--- config.mk ---
export PLATFORM = sky130hd
export DESIGN_NAME = wbuff_fill_load_ctrl_flat
export DESIGN_NICKNAME = d
export VERILOG_FILES = /design/src/rtl/wbuff_fill_load_ctrl_if.sv /design/src/rtl/wbuff_fill_load_ctrl.sv /design/src/flat_wrapper.sv
export SDC_FILE = /design/constraint.sdc
export NUM_CORES = 1
export LEC_CHECK = 0
export ABC_AREA = 1
export BUFFER_PORTS_ARGS = -buffer_cell sky130_fd_sc_hd__buf_4
export CAP_MARGIN = 40
export CORE_MARGIN = 1
export CORE_UTILIZATION = 30
export DETAILED_ROUTE_END_ITERATION = 8
export GPL_TIMING_DRIVEN = 0
export SLEW_MARGIN = 30
export SYNTH_ARGS = -nofsm -noshare
export SYNTH_HDL_FRONTEND = slang
export SYNTH_SLANG_ARGS = --single-unit
--- constraint.sdc ---
create_clock -name clk -period 9.1 [get_ports clk]
set_clock_uncertainty 0.2 [all_clocks]
set_input_delay 1.82 -clock clk [delete_from_list [all_inputs] [get_ports clk]]
set_output_delay 1.82 -clock clk [all_outputs]
set_load 0.05 [all_outputs]
--- src/rtl/wbuff_fill_load_ctrl_if.sv ---
// Stream input plus per-column weight-buffer and weight-register control bus.
// master = upstream source / buffer array side, slave = wbuff_fill_load_ctrl.
interface wbuff_fill_load_ctrl_if #(
    parameter int nb_pe_col    = 16,
    parameter int nb_taps      = 11,
    parameter int buffer_width = 16,
    parameter int buffer_depth = 72
);
    localparam int AW = $clog2(buffer_depth);

    logic [buffer_width-1:0]           s_data;
    logic                              s_valid;
    logic                              s_ready;
    logic [nb_pe_col*AW-1:0]           wAddr;
    logic [nb_pe_col*buffer_width-1:0] buffer_data_in;
    logic [nb_pe_col-1:0]              buffer_wEn_AH;
    logic [nb_pe_col*AW-1:0]           rAddr;
    logic [nb_pe_col-1:0]              buffer_rEn_AH;
    logic [nb_pe_col*nb_taps-1:0]      weight_load_en;
    logic                              clear_all_wregs;

    modport master (
        output s_data, s_valid,
        input  s_ready, wAddr, buffer_data_in, buffer_wEn_AH, rAddr,
               buffer_rEn_AH, weight_load_en, clear_all_wregs
    );

    modport slave (
        input  s_data, s_valid,
        output s_ready, wAddr, buffer_data_in, buffer_wEn_AH, rAddr,
               buffer_rEn_AH, weight_load_en, clear_all_wregs
    );
endinterface

--- src/rtl/wbuff_fill_load_ctrl.sv ---
// Weight-buffer fill (round-robin stream distribution) and tap-load controller.
// Optional WBUFF_FILL_LOAD_CTRL_ERR_EN adds a sticky err output and rejects bad configs.
module wbuff_fill_load_ctrl #(
    parameter int nb_pe_col         = 16,
    parameter int nb_taps           = 11,
    parameter int buffer_width      = 16,
    parameter int buffer_depth      = 72,
    parameter int buffer_addr_width = $clog2(buffer_depth),
    parameter int tap_idx_width     = $clog2(nb_taps + 1)
) (
    input  logic                         clk,
    input  logic                         rst_n,
    wbuff_fill_load_ctrl_if.slave        bus,
    input  logic                         fill_start,
    input  logic [buffer_addr_width-1:0] cfg_wr_base,
    input  logic [buffer_addr_width:0]   cfg_words_per_col,
    input  logic                         load_start,
    input  logic [buffer_addr_width-1:0] cfg_rd_base,
    input  logic [tap_idx_width-1:0]     cfg_nb_taps,
    output logic                         busy,
    output logic                         done
`ifdef WBUFF_FILL_LOAD_CTRL_ERR_EN
    , output logic                       err
`endif
);
    localparam int AW = buffer_addr_width;
    localparam int TW = tap_idx_width;
    localparam int NB = nb_pe_col;
    localparam int NT = nb_taps;
    localparam int BW = buffer_width;
    localparam int CW = (NB > 1) ? $clog2(NB) : 1;

    localparam logic [AW+1:0] DEPTH_SUM = (AW+2)'(buffer_depth);
    localparam logic [CW-1:0] COL_LAST  = CW'(NB - 1);
    localparam logic [NB-1:0] COL0_HOT  = {{(NB-1){1'b0}}, 1'b1};

    typedef enum logic [2:0] {S_IDLE, S_FILL, S_CLR, S_LOAD, S_DRAIN} state_t;

    state_t            r_state;
    logic [AW-1:0]     r_wr_base;
    logic [AW:0]       r_words;
    logic [CW-1:0]     r_col;
    logic [AW:0]       r_off;
    logic [AW-1:0]     r_rd_base;
    logic [TW-1:0]     r_ntaps;
    logic [TW-1:0]     r_tap;
    logic              r_s_ready;
    logic [NB*AW-1:0]  r_waddr;
    logic [NB*BW-1:0]  r_wdata;
    logic [NB-1:0]     r_wen;
    logic [NB*AW-1:0]  r_raddr;
    logic [NB-1:0]     r_ren;
    logic [NB*NT-1:0]  r_wle;
    logic              r_clr;
    logic              r_busy;
    logic              r_done;

    logic w_hs;
    logic w_fill_ok;
    logic w_load_ok;

    assign w_hs = bus.s_valid & r_s_ready;

    // (base + offset) modulo the bank depth; both operands are below the depth.
    function automatic logic [AW-1:0] wrap_add(input logic [AW-1:0] base, input logic [AW:0] off);
        logic [AW+1:0] s;
        s = {2'b00, base} + {1'b0, off};
        if (s >= DEPTH_SUM) s = s - DEPTH_SUM;
        return s[AW-1:0];
    endfunction

    function automatic logic [NB*NT-1:0] tap_strobe(input logic [TW-1:0] t);
        logic [NB*NT-1:0] m;
        m = '0;
        for (int c = 0; c < NB; c++) m[c*NT + int'(t)] = 1'b1;
        return m;
    endfunction

`ifdef WBUFF_FILL_LOAD_CTRL_ERR_EN
    localparam logic [AW:0]   DEPTH_CFG = (AW+1)'(buffer_depth);
    localparam logic [TW-1:0] NT_CFG    = TW'(nb_taps);

    logic r_err;

    assign w_fill_ok = (cfg_words_per_col <= DEPTH_CFG);
    assign w_load_ok = (cfg_nb_taps <= NT_CFG);
    assign err       = r_err;

    always_ff @(posedge clk or negedge rst_n) begin
        if (!rst_n) begin
            r_err <= 1'b0;
        end else if (((fill_start || load_start) && r_state != S_IDLE) ||
                     (r_state == S_IDLE && fill_start && !w_fill_ok) ||
                     (r_state == S_IDLE && load_start && !fill_start && !w_load_ok)) begin
            r_err <= 1'b1;
        end
    end
`else
    assign w_fill_ok = 1'b1;
    assign w_load_ok = 1'b1;
`endif

    always_ff @(posedge clk or negedge rst_n) begin
        // NOTE: the per-column address/data registers are reset as well, because every output must read 0 out of reset.
        if (!rst_n) begin
            r_state   <= S_IDLE;
            r_wr_base <= '0;
            r_words   <= '0;
            r_col     <= '0;
            r_off     <= '0;
            r_rd_base <= '0;
            r_ntaps   <= '0;
            r_tap     <= '0;
            r_s_ready <= 1'b0;
            r_waddr   <= '0;
            r_wdata   <= '0;
            r_wen     <= '0;
            r_raddr   <= '0;
            r_ren     <= '0;
            r_wle     <= '0;
            r_clr     <= 1'b0;
            r_busy    <= 1'b0;
            r_done    <= 1'b0;
        end else begin
            r_wen  <= '0;
            r_wle  <= '0;
            r_clr  <= 1'b0;
            r_done <= 1'b0;
            unique case (r_state)
                S_IDLE: begin
                    if (fill_start && w_fill_ok) begin
                        r_wr_base <= cfg_wr_base;
                        r_words   <= cfg_words_per_col;
                        r_col     <= '0;
                        r_off     <= '0;
                        if (cfg_words_per_col == '0) begin
                            r_done <= 1'b1;
                        end else begin
                            r_state   <= S_FILL;
                            r_s_ready <= 1'b1;
                            r_busy    <= 1'b1;
                        end
                    end else if (load_start && !fill_start && w_load_ok) begin
                        r_rd_base <= cfg_rd_base;
                        r_ntaps   <= cfg_nb_taps;
                        r_tap     <= '0;
                        if (cfg_nb_taps == '0) begin
                            r_done <= 1'b1;
                        end else begin
                            r_state <= S_CLR;
                            r_clr   <= 1'b1;
                            r_busy  <= 1'b1;
                        end
                    end
                end
                S_FILL: begin
                    if (w_hs) begin
                        r_wen                   <= COL0_HOT << r_col;
                        r_waddr[r_col*AW +: AW] <= wrap_add(r_wr_base, r_off);
                        r_wdata[r_col*BW +: BW] <= bus.s_data;
                        if (r_col == COL_LAST) begin
                            r_col <= '0;
                            if (r_off == r_words - 1'b1) begin
                                r_state   <= S_IDLE;
                                r_s_ready <= 1'b0;
                                r_busy    <= 1'b0;
                                r_done    <= 1'b1;
                            end else begin
                                r_off <= r_off + 1'b1;
                            end
                        end else begin
                            r_col <= r_col + 1'b1;
                        end
                    end
                end
                S_CLR: begin
                    r_state <= S_LOAD;
                    r_ren   <= '1;
                    r_raddr <= {NB{r_rd_base}};
                end
                S_LOAD: begin
                    // Strobe trails the read of the same tap by the one-cycle bank latency.
                    r_wle <= tap_strobe(r_tap);
                    if (r_tap == r_ntaps - 1'b1) begin
                        r_state <= S_DRAIN;
                        r_ren   <= '0;
                        r_done  <= 1'b1;
                    end else begin
                        r_tap   <= r_tap + 1'b1;
                        r_raddr <= {NB{wrap_add(r_rd_base, (AW+1)'(r_tap) + 1'b1)}};
                    end
                end
                S_DRAIN: begin
                    r_state <= S_IDLE;
                    r_busy  <= 1'b0;
                end
                default: begin
                    r_state <= S_IDLE;
                    r_busy  <= 1'b0;
                end
            endcase
        end
    end

    assign bus.s_ready         = r_s_ready;
    assign bus.wAddr           = r_waddr;
    assign bus.buffer_data_in  = r_wdata;
    assign bus.buffer_wEn_AH   = r_wen;
    assign bus.rAddr           = r_raddr;
    assign bus.buffer_rEn_AH   = r_ren;
    assign bus.weight_load_en  = r_wle;
    assign bus.clear_all_wregs = r_clr;
    assign busy                = r_busy;
    assign done                = r_done;
endmodule

--- src/flat_wrapper.sv ---
// flat-port wrapper written by rule: the top's interface ports become plain ports
module wbuff_fill_load_ctrl_flat 
#(
    parameter int nb_pe_col         = 16,
    parameter int nb_taps           = 11,
    parameter int buffer_width      = 16,
    parameter int buffer_depth      = 72,
    parameter int buffer_addr_width = $clog2(buffer_depth),
    parameter int tap_idx_width     = $clog2(nb_taps + 1)
)
  (clk, rst_n, fill_start, cfg_wr_base, cfg_words_per_col, load_start, cfg_rd_base, cfg_nb_taps, busy, done, bus_s_data, bus_s_valid, bus_s_ready, bus_wAddr, bus_buffer_data_in, bus_buffer_wEn_AH, bus_rAddr, bus_buffer_rEn_AH, bus_weight_load_en, bus_clear_all_wregs);
  wbuff_fill_load_ctrl_if #(.nb_pe_col(nb_pe_col), .nb_taps(nb_taps), .buffer_width(buffer_width), .buffer_depth(buffer_depth)) bus_i ();
  input  logic clk;
  input  logic rst_n;
  input  logic fill_start;
  input  logic [buffer_addr_width-1:0] cfg_wr_base;
  input  logic [buffer_addr_width:0] cfg_words_per_col;
  input  logic load_start;
  input  logic [buffer_addr_width-1:0] cfg_rd_base;
  input  logic [tap_idx_width-1:0] cfg_nb_taps;
  output logic busy;
  output logic done;
  input wire logic [$bits(bus_i.s_data)-1:0] bus_s_data;
  input wire logic [$bits(bus_i.s_valid)-1:0] bus_s_valid;
  output wire logic [$bits(bus_i.s_ready)-1:0] bus_s_ready;
  output wire logic [$bits(bus_i.wAddr)-1:0] bus_wAddr;
  output wire logic [$bits(bus_i.buffer_data_in)-1:0] bus_buffer_data_in;
  output wire logic [$bits(bus_i.buffer_wEn_AH)-1:0] bus_buffer_wEn_AH;
  output wire logic [$bits(bus_i.rAddr)-1:0] bus_rAddr;
  output wire logic [$bits(bus_i.buffer_rEn_AH)-1:0] bus_buffer_rEn_AH;
  output wire logic [$bits(bus_i.weight_load_en)-1:0] bus_weight_load_en;
  output wire logic [$bits(bus_i.clear_all_wregs)-1:0] bus_clear_all_wregs;
  assign bus_i.s_data = bus_s_data;
  assign bus_i.s_valid = bus_s_valid;
  assign bus_s_ready = bus_i.s_ready;
  assign bus_wAddr = bus_i.wAddr;
  assign bus_buffer_data_in = bus_i.buffer_data_in;
  assign bus_buffer_wEn_AH = bus_i.buffer_wEn_AH;
  assign bus_rAddr = bus_i.rAddr;
  assign bus_buffer_rEn_AH = bus_i.buffer_rEn_AH;
  assign bus_weight_load_en = bus_i.weight_load_en;
  assign bus_clear_all_wregs = bus_i.clear_all_wregs;
  wbuff_fill_load_ctrl #(.nb_pe_col(nb_pe_col), .nb_taps(nb_taps), .buffer_width(buffer_width), .buffer_depth(buffer_depth), .buffer_addr_width(buffer_addr_width), .tap_idx_width(tap_idx_width)) u_core (.clk(clk), .rst_n(rst_n), .bus(bus_i), .fill_start(fill_start), .cfg_wr_base(cfg_wr_base), .cfg_words_per_col(cfg_words_per_col), .load_start(load_start), .cfg_rd_base(cfg_rd_base), .cfg_nb_taps(cfg_nb_taps), .busy(busy), .done(done));
endmodule
== Word-level counts from Yosys, hierarchy flattened ==
Index checks and enable logic that the tools add are counted.

* Flip-flop bits (word level): 737
* Output and inout port bits: 692

* Shift operators: 5
* Magnitude comparators: 34
* Reduce and logical (&&, ||, !) cells: 36
* Eq/ne operators: 19
* $add $sub $neg: 27
* Multiplexer cells: 90
* $mul: 1
* Bitwise logic cells: 18

{| class="wikitable"
|+ Operators with widths
! operator !! count
|-
| bitwise OR 176 bit || 14
|-
| >= comparator 32 x 1 -> 1 bit (second input constant) || 15
|-
| less-than comparator 32 x 10 -> 1 bit (second input constant) || 15
|-
| bitwise mux 256 bit || 1
|-
| variable shift 16 x 34 -> 256 bit (first input constant) || 1
|-
| variable part select 16 x 34 -> 256 bit || 1
|-
| one-hot mux 112 bit (2 select lines) || 1
|-
| 2-to-1 mux 176 bit || 1
|-
| bitwise OR 16 x 176 -> 176 bit || 1
|-
| demux 1 bit (select 8 bit) || 15
|-
| bitwise mux 112 bit || 1
|-
| 2-to-1 mux 112 bit || 1
|-
| variable shift 7 x 34 -> 112 bit (first input constant) || 1
|-
| variable part select 7 x 34 -> 112 bit || 1
|-
| adder 7 x 4 -> 8 bit (first input constant) || 6
|-
| 2-to-1 mux 16 bit || 3
|-
| adder 8 x 4 -> 9 bit (first input constant) || 4
|-
| 2-to-1 mux 1 bit || 36
|-
| negation 7 -> 34 bit || 1
|-
| negation 8 -> 34 bit || 1
|-
| 2-to-1 mux 8 bit || 4
|-
| one-hot mux 16 bit (2 select lines) || 1
|-
| 2-to-1 mux 7 bit || 4
|-
| 2-to-1 mux 3 bit || 8
|-
| other kinds (47) || 93
|}

== Depth between registers and ports, before layout ==
Gate-level depths: netlist of the first run.

* Depth after elaboration: 21
* Mapped depth: 17
* Gate-level depth less buffers: 17

== Least setup slack after synthesis of the first run ==
Ideal clock, no wire load.

* Kind: input port to flip-flop
* Start point: input port bus_s_valid
* End point: register u_core.r_wdata[55] (netlist: u_core.bus.buffer_data_in[55])
* Library setup time: 145 ps
* Arrival time: 2,988 ps
* Required time: 8,755 ps
* Slack: 5,768 ps
* Cell stages on the path: 12
* Path buffers: 1
* Cells stage by stage: nand2_1 nor2_8 inv_4 nor2_4 inv_4 nor2_8 inv_2 nor2_2 inv_2 buf_2 nand2_1 o41ai_2

* Longest elaborated chain between the ends: 2

{| class="wikitable"
|+ Ends and longest elaborated chain
! element !! line !! source
|-
| start, declared || flat_wrapper.sv:24 || <nowiki>input wire logic [$bits(bus_i.s_valid)-1:0] bus_s_valid;</nowiki>
|-
| AND 1 bit || wbuff_fill_load_ctrl.sv:62 || <nowiki>assign w_hs = bus.s_valid & r_s_ready;</nowiki>
|-
| AND reduction 2 bit (no source line) || n/a ||
|-
| end signal, assigned by index || wbuff_fill_load_ctrl.sv:160 || <nowiki>r_wdata[r_col*BW +: BW] <= bus.s_data;</nowiki>
|-
| end, declared || wbuff_fill_load_ctrl.sv:49 || <nowiki>logic [NB*BW-1:0] r_wdata;</nowiki>
|}

No other way between the ends.
A chain may end at the register's enable or synchronous reset.

== Final worst setup path of the first run ==
* Start point: register u_core.r_tap[2]
* End point: register u_core.r_wle[103] (netlist: u_core.bus.weight_load_en[103])

* Longest elaborated chain between the ends: 21

{| class="wikitable"
|+ Ends and longest elaborated chain
! element !! line !! source
|-
| start, declared || wbuff_fill_load_ctrl.sv:46 || <nowiki>logic [TW-1:0] r_tap;</nowiki>
|-
| start signal, assigned || wbuff_fill_load_ctrl.sv:189 || <nowiki>r_tap <= r_tap + 1'b1;</nowiki>
|-
| adder 4 x 4 -> 5 bit || wbuff_fill_load_ctrl.sv:75 || <nowiki>for (int c = 0; c < NB; c++) m[c*NT + int'(t)] = 1'b1;</nowiki>
|-
| >= comparator 32 x 1 -> 1 bit (not written as such) / less-than comparator 32 x 10 -> 1 bit (equally long branches) || wbuff_fill_load_ctrl.sv:75 ||
|-
| logical AND 1 bit (not written as such) || wbuff_fill_load_ctrl.sv:75 ||
|-
| 2-to-1 mux 1 bit (not written as such) || wbuff_fill_load_ctrl.sv:75 ||
|-
| demux 1 bit (select 8 bit) || n/a ||
|-
| bitwise OR 16 x 176 -> 176 bit (no source line) || n/a ||
|-
| bitwise OR 176 bit (no source line) (13 in series) || n/a ||
|-
| bitwise OR 176 bit (no source line) (*) || n/a ||
|-
| 2-to-1 mux 176 bit (*) || wbuff_fill_load_ctrl.sv:129 || <nowiki>unique case (r_state)</nowiki>
|-
| end signal, assigned || wbuff_fill_load_ctrl.sv:183 || <nowiki>r_wle <= tap_strobe(r_tap);</nowiki>
|-
| end, declared || wbuff_fill_load_ctrl.sv:53 || <nowiki>logic [NB*NT-1:0] r_wle;</nowiki>
|}

Mark *: on every way between the ends. The rest lies on a longest branch, timed or not.

==> metrics.txt, run 1 <==
clock sink count 617; Total GRT Usage 0.275; P_int 0.00660 W; fillers 10188; share of Yosys cell area claimed by the top area cell type 0.508; Psw 0.00697 W; Hold Crit Depth 2; Setup violations, final 0; unrepaired setup endpoints after global routing no; Top FF cell, synth dfrtp_1; Layout Utilization 0.405; Post-Syn Nets 3712; Period Utilization, post-route 0.509; total of max-cap violations 0; drt first pass iters 8; Setup TNS Final 0 ns; first-pass GRT wire length 205000 um; cell with the most instances after synthesis nand2_1; Final Instance Area 40500 um^2; worst slew pin tran 0.921 ns; f_max 0.216 GHz; CP Data Arrival Time 4.92 ns; Synth area leaders dfrtp_1 (51%), nand2_1 (13%), o21ai_0 (3.8%); maximum clock path buffer count 3; initial antenna violation count 16; CTS Hold Bufs 0; Worst-path clk slew 0.06 ns; synthesized cell area 30400 um^2; required time worst endpoint 9.39 ns; Layout area overhead 33.4%; share of cells above drive strength 1 0.257; area post-placement 38000 um^2; CP endpoint kind register; Final nets 4554; Clk network pwr share 0.226; WL met3 14000 um; Worst Setup Path Type register to register; post-DP HPWL 114000 um; H-tree depth 3; EDFF count, synth 0; DR vias 30563; final worst path period need 4.63 ns; worst hold path class register to register; share of power burned in registers 0.246; Cells after Synth 3612; GP Congestion 1.02; LEAKAGE 19.7 nW; Pins Over Slew Limit 0; FFs w/ async S/R, synth 1.00; Post-Layout Cell Count 5819; clk_lat worst skew 0.65 ns; status completed; Avg Inst Size Synth 8.41 um^2; Routed Antenna Nets 0; row count 116; DIE WIDTH 320 um; final hold violation count 0; warnings from Yosys 0; Top Layer Used met5; worst-case hold slack 0.277 ns; post-CTS sizing 0; Initial Util 0.303; Power Density 335 nW/um^2; CTS root buf clkbuf_16; leading area contributor after synthesis dfrtp_1; Peak VDD IR 0.262 mV; IO Port Bufs 738; final wirelength 146000 um; TritonCTS Buffers 73; sequential area share after synthesis 0.508; DR WL/cell 25.0 um; met1 wire length 57000 um; vias in the first global route 28470; Sw Share 0.514; crit path launch type register; core area 100000 um^2; Synth top cells by count nand2_1 (1086), dfrtp_1 (617), nor2_1 (273); FF+latch count, synth 617; logic gate share of total power 0.528; Die Y 320 um; CTS tree done; Relative slew margins 0.386; die area 103000 um^2; maximum fanout along the worst path 16; gr ovfl total 0; Ports 739; Cells after DPL 5673; via-per-instance ratio 5.25; Met2 Wirelength 64800 um; largest net degree at the start of global routing 86; postcts setup bufs 0; detailed-route DRC error count 0; DR iter-0 viols 3665; reg2reg path depth 9; Netlist cell types 50
logic make-up after synthesis:
logic type,count (synthesis),synth area share
compound gates,641,0.136
xor+xnor,26,0.00774
fa+ha+maj,53,0.0223
buf+inv,604,0.0919
flops,617,0.508
mux,5,0.00185
simple gates,1666,0.231
registers in the layout, indices dropped and copies added (netlist names), 7 cells and up:
| register | cells |
|---|---|
| u_core.bus.buffer_data_in | 256 |
| u_core.bus.buffer_wEn_AH | 16 |
| u_core.bus.rAddr | 7 |
| u_core.bus.wAddr | 112 |
| u_core.bus.weight_load_en | 176 |
| u_core.r_off | 8 |
| u_core.r_rd_base | 7 |
| u_core.r_words | 8 |
| u_core.r_wr_base | 7 |
final cells by class:
class	instances	area (um^2)	area share
antenna	7	17.5	0.000432
buffer	311	1690	0.0417
clock buffer	96	2080	0.0512
clock inverter	39	439	0.0108
inverter	293	1100	0.0273
multi-input combinational	2391	12200	0.300
sequential	617	15400	0.381
tap	1298	1620	0.0401
timing repair buffer	767	5970	0.147
critical path, cell delays in order, from the launching register on:
cell and delay (ns):
dfrtp_1 0.73, clkbuf_2 0.37, inv_2 0.13, clkbuf_2 0.39
ha_1 0.74, clkinv_1 0.53, nand3_1 0.39, nor2_1 0.08
o41ai_1 0.82, inv_1 0.11
per-stage QoR:
stage,worst slack [ns],total power (W)
after floorplan,5.77,0.00783
after global placement,-1.07,0.0103
after detailed placement,4.70,0.0104
after CTS,4.70,0.0135
after global routing,4.48,0.0141
final,4.47,0.0136
layout by cell type (no fill, tap or decap), drive strengths merged, types with 25 or more instances in the layout:
cell / instances
o41ai: 66
nor3: 84
clkbuf: 238
nand2: 1092
a22oi: 25
nand4: 88
inv: 297
dfrtp: 617
buf: 936
o21ai: 258
a21oi: 116
a41oi: 38
o31ai: 43
nor2: 298
ha: 51
a31oi: 57
nand3: 81
path summary, 6_finish.rpt:
path / end / slack, ns / startpoint
hold / removal: u_core.bus.buffer_data_in[196]$_DFFE_PN0P_ / 0.28 / u_core.bus.buffer_data_in[196]$_DFFE_PN0P_
setup / recovery: u_core.bus.weight_load_en[103]$_DFF_PN0_ / 4.47 / u_core.r_tap[2]$_DFFE_PN0P_
setup reg to reg: u_core.bus.weight_load_en[103]$_DFF_PN0_ / 4.47 / u_core.r_tap[2]$_DFFE_PN0P_
min in group asynchronous: u_core.bus.buffer_data_in[214]$_DFFE_PN0P_ / 0.78 / rst_n
max in group asynchronous: u_core.bus.weight_load_en[34]$_DFF_PN0_ / 5.99 / rst_n
hold reg to reg: u_core.bus.buffer_data_in[196]$_DFFE_PN0P_ / 0.28 / u_core.bus.buffer_data_in[196]$_DFFE_PN0P_
per-layer routing:
| metal | vias up | track usage |
|---|---|---|
| li1 | 13577 | - |
| met1 | 14906 | 0.344 |
| met2 | 1638 | 0.421 |
| met3 | 424 | 0.0780 |
| met4 | 18 | 0.163 |
| met5 | - | 0 |
power by group through the flow:
stage                     registers (W)  logic (W)  clock network (W)
after floorplan                 0.00404    0.00379                  0
after global placement          0.00339    0.00692                  0
after detailed placement        0.00339    0.00701                  0
after CTS                       0.00335    0.00703            0.00311
after global routing            0.00338    0.00748            0.00323
final                           0.00334    0.00716            0.00306
No activity file was read; power rests on OpenSTA's default activity.
==> run 2: changes to the inputs <==
clock period = 4.7 ns   (was 9.1 ns; I/O delays follow)
==> run 2 against run 1 <==
Net effect: critical path depth stayed put; critical path type unchanged; clock power rose by 94%; sequential share of layout area about the same; combinational power is 94% higher; die area did not move; setup slack worse by 4.5 ns; final cell count is the same; sequential cell count unchanged; the run now ends with negative setup slack left; non-clock buffer count up 1; core utilization is essentially flat; cell area is essentially flat; highest routed layer unchanged; global-route usage about the same.
==> metrics.txt, run 2 (same netlist as run 1, synthesis figures left out) <==
core area 100000 um^2; Power Density 648 nW/um^2; max reg flops 256; Post-Layout Cell Count 5819; first-pass GRT wire length 205000 um; TritonCTS Buffers 73; H-tree depth 3; detailed-route DRC error count 0; Final Instance Area 40500 um^2; worst hold path class register to register; CP Data Arrival Time 4.98 ns; post-CTS sizing 0; Setup TNS Final -0.00122 ns; failing checks negative setup slack; Pins Over Slew Limit 0; gr ovfl total 0; row count 116; DR iter-0 viols 3598; clk_lat worst skew 0.65 ns; Peak VDD IR 0.507 mV; drt first pass iters 6; Total GRT Usage 0.275; final worst slack -0.00122 ns; final wirelength 146000 um; met1 wire length 56400 um; maximum clock path buffer count 3; Met2 Wirelength 64800 um; Final nets 4555; clock sink count 617; initial antenna violation count 16; crit path launch type register; slowest CP cell o41ai_1; final hold violation count 0; required time worst endpoint 4.98 ns; Initial Util 0.303; total of max-cap violations 0; Die Y 320 um; Period Utilization, post-route 1.00; Worst-path clk slew 0.06 ns; CTS root buf clkbuf_16; via-per-instance ratio 5.24; Cells after DPL 5673; Ports 739; Worst path most repeated cell clkbuf_2; DIE WIDTH 320 um; CP endpoint kind register; crit path buf inv count 5; LEAKAGE 19.7 nW; commonest non-fill, non-tap cells in the layout nand2_1 (1086), buf_4 (862), dfrtp_1 (617); Setup violations, final 1; largest delay contributor family on the critical path buffers and inverters; die area 103000 um^2; WL met3 14700 um; worst slew pin tran 0.961 ns; DR WL/cell 25.0 um; Top Layer Used met5; postcts setup bufs 0; final worst path period need 4.70 ns; largest net degree at the start of global routing 86; CP peak stage delay 0.90 ns; status finished, violations left; Cell Chain, Critical Path clkbuf_2, inv_2, clkbuf_2, ha_1, clkinv_1, nand3_1, nor2_1, o41ai_1, inv_1; DR vias 30478; Worst Setup Path Type register to register; area post-placement 38000 um^2; GP Congestion 1.02; CTS tree done; share of cells above drive strength 1 0.256; f_max 0.213 GHz; Layout area overhead 33.4%; unrepaired setup endpoints after global routing no; vias in the first global route 28474; maximum fanout along the worst path 16; CTS Hold Bufs 1; Relative slew margins 0.351; most common cell after layout, fill and taps aside nand2_1; post-DP HPWL 114000 um; pre-CTS setup slack 0.303 ns; Routed Antenna Nets 0; IO Port Bufs 738
==> run 2: cell types whose count changed in the layout (fill, tap and decap cells not counted) <==
| cell | previous run | this run |
|---|---|---|
| dlygate4sd3_1 | 0 | 1 |
| diode_2 | 7 | 6 |
==> run 2: per-stage QoR <==
| stage | power (W) | util | hold slack (ns) |
|---|---|---|---|
| 2_1_floorplan | 0.0152 | - | 0.253 |
| 3_3_place_gp | 0.0200 | 0.375 | 0.259 |
| 3_5_place_dp | 0.0201 | 0.379 | 0.264 |
| 4_1_cts | 0.0261 | 0.404 | 0.246 |
| 5_1_grt | 0.0273 | 0.405 | 0.271 |
| 6_report | 0.0263 | 0.405 | 0.278 |
==> run 2: final timing paths <==
path	endpoint	from	slack, ns	depth (start not counted)
worst max-delay path	u_core.bus.weight_load_en[103]$_DFF_PN0_	u_core.r_tap[2]$_DFFE_PN0P_	-0.001	9
min in group asynchronous	u_core.bus.buffer_data_in[214]$_DFFE_PN0P_	rst_n	0.52	2
worst min register to register	u_core.bus.buffer_data_in[196]$_DFFE_PN0P_	u_core.bus.buffer_data_in[196]$_DFFE_PN0P_	0.28	2
worst max register to register	u_core.bus.weight_load_en[103]$_DFF_PN0_	u_core.r_tap[2]$_DFFE_PN0P_	-0.001	9
max in group asynchronous	u_core.bus.weight_load_en[34]$_DFF_PN0_	rst_n	1.84	6
worst min-delay path	u_core.bus.buffer_data_in[196]$_DFFE_PN0P_	u_core.bus.buffer_data_in[196]$_DFFE_PN0P_	0.28	2
==> run 2: where the power goes <==
group,total [W],switching (W),internal [W]
registers,0.00647,0.000598,0.00587
logic,0.0139,0.0104,0.00341
clock network,0.00593,0.00244,0.00349
total,0.0263,0.0135,0.0128
==> run 2: cell type report <==
type                            instances  area, um^2
Antenna cell                            6        15.0
Multi-Input combinational cell       2391       12200
Clock inverter                         39         439
Inverter                              293        1100
Buffer                                311        1690
Tap cell                             1298        1620
Clock buffer                           96        2080
Timing Repair Buffer                  768        5980
Sequential cell                       617       15400
Fill cell                           10189       59600
==> run 2: worst reg2reg max path: cells and delay by family (launching register included) <==
family	cells	cell delay [ns]
AO/OA/AOI/OAI	1	0.90
flip-flops	1	0.72
adder cells (fa/ha/maj)	1	0.75
buffers and inverters	5	1.53
AND/OR/NAND/NOR	2	0.45
==> run 2: per-layer routing <==
| metal | track usage | vias to the layer above |
|---|---|---|
| met5 | 0 | - |
| li1 | - | 13565 |
| met4 | 0.163 | 18 |
| met1 | 0.344 | 14829 |
| met3 | 0.0787 | 415 |
| met2 | 0.421 | 1651 |
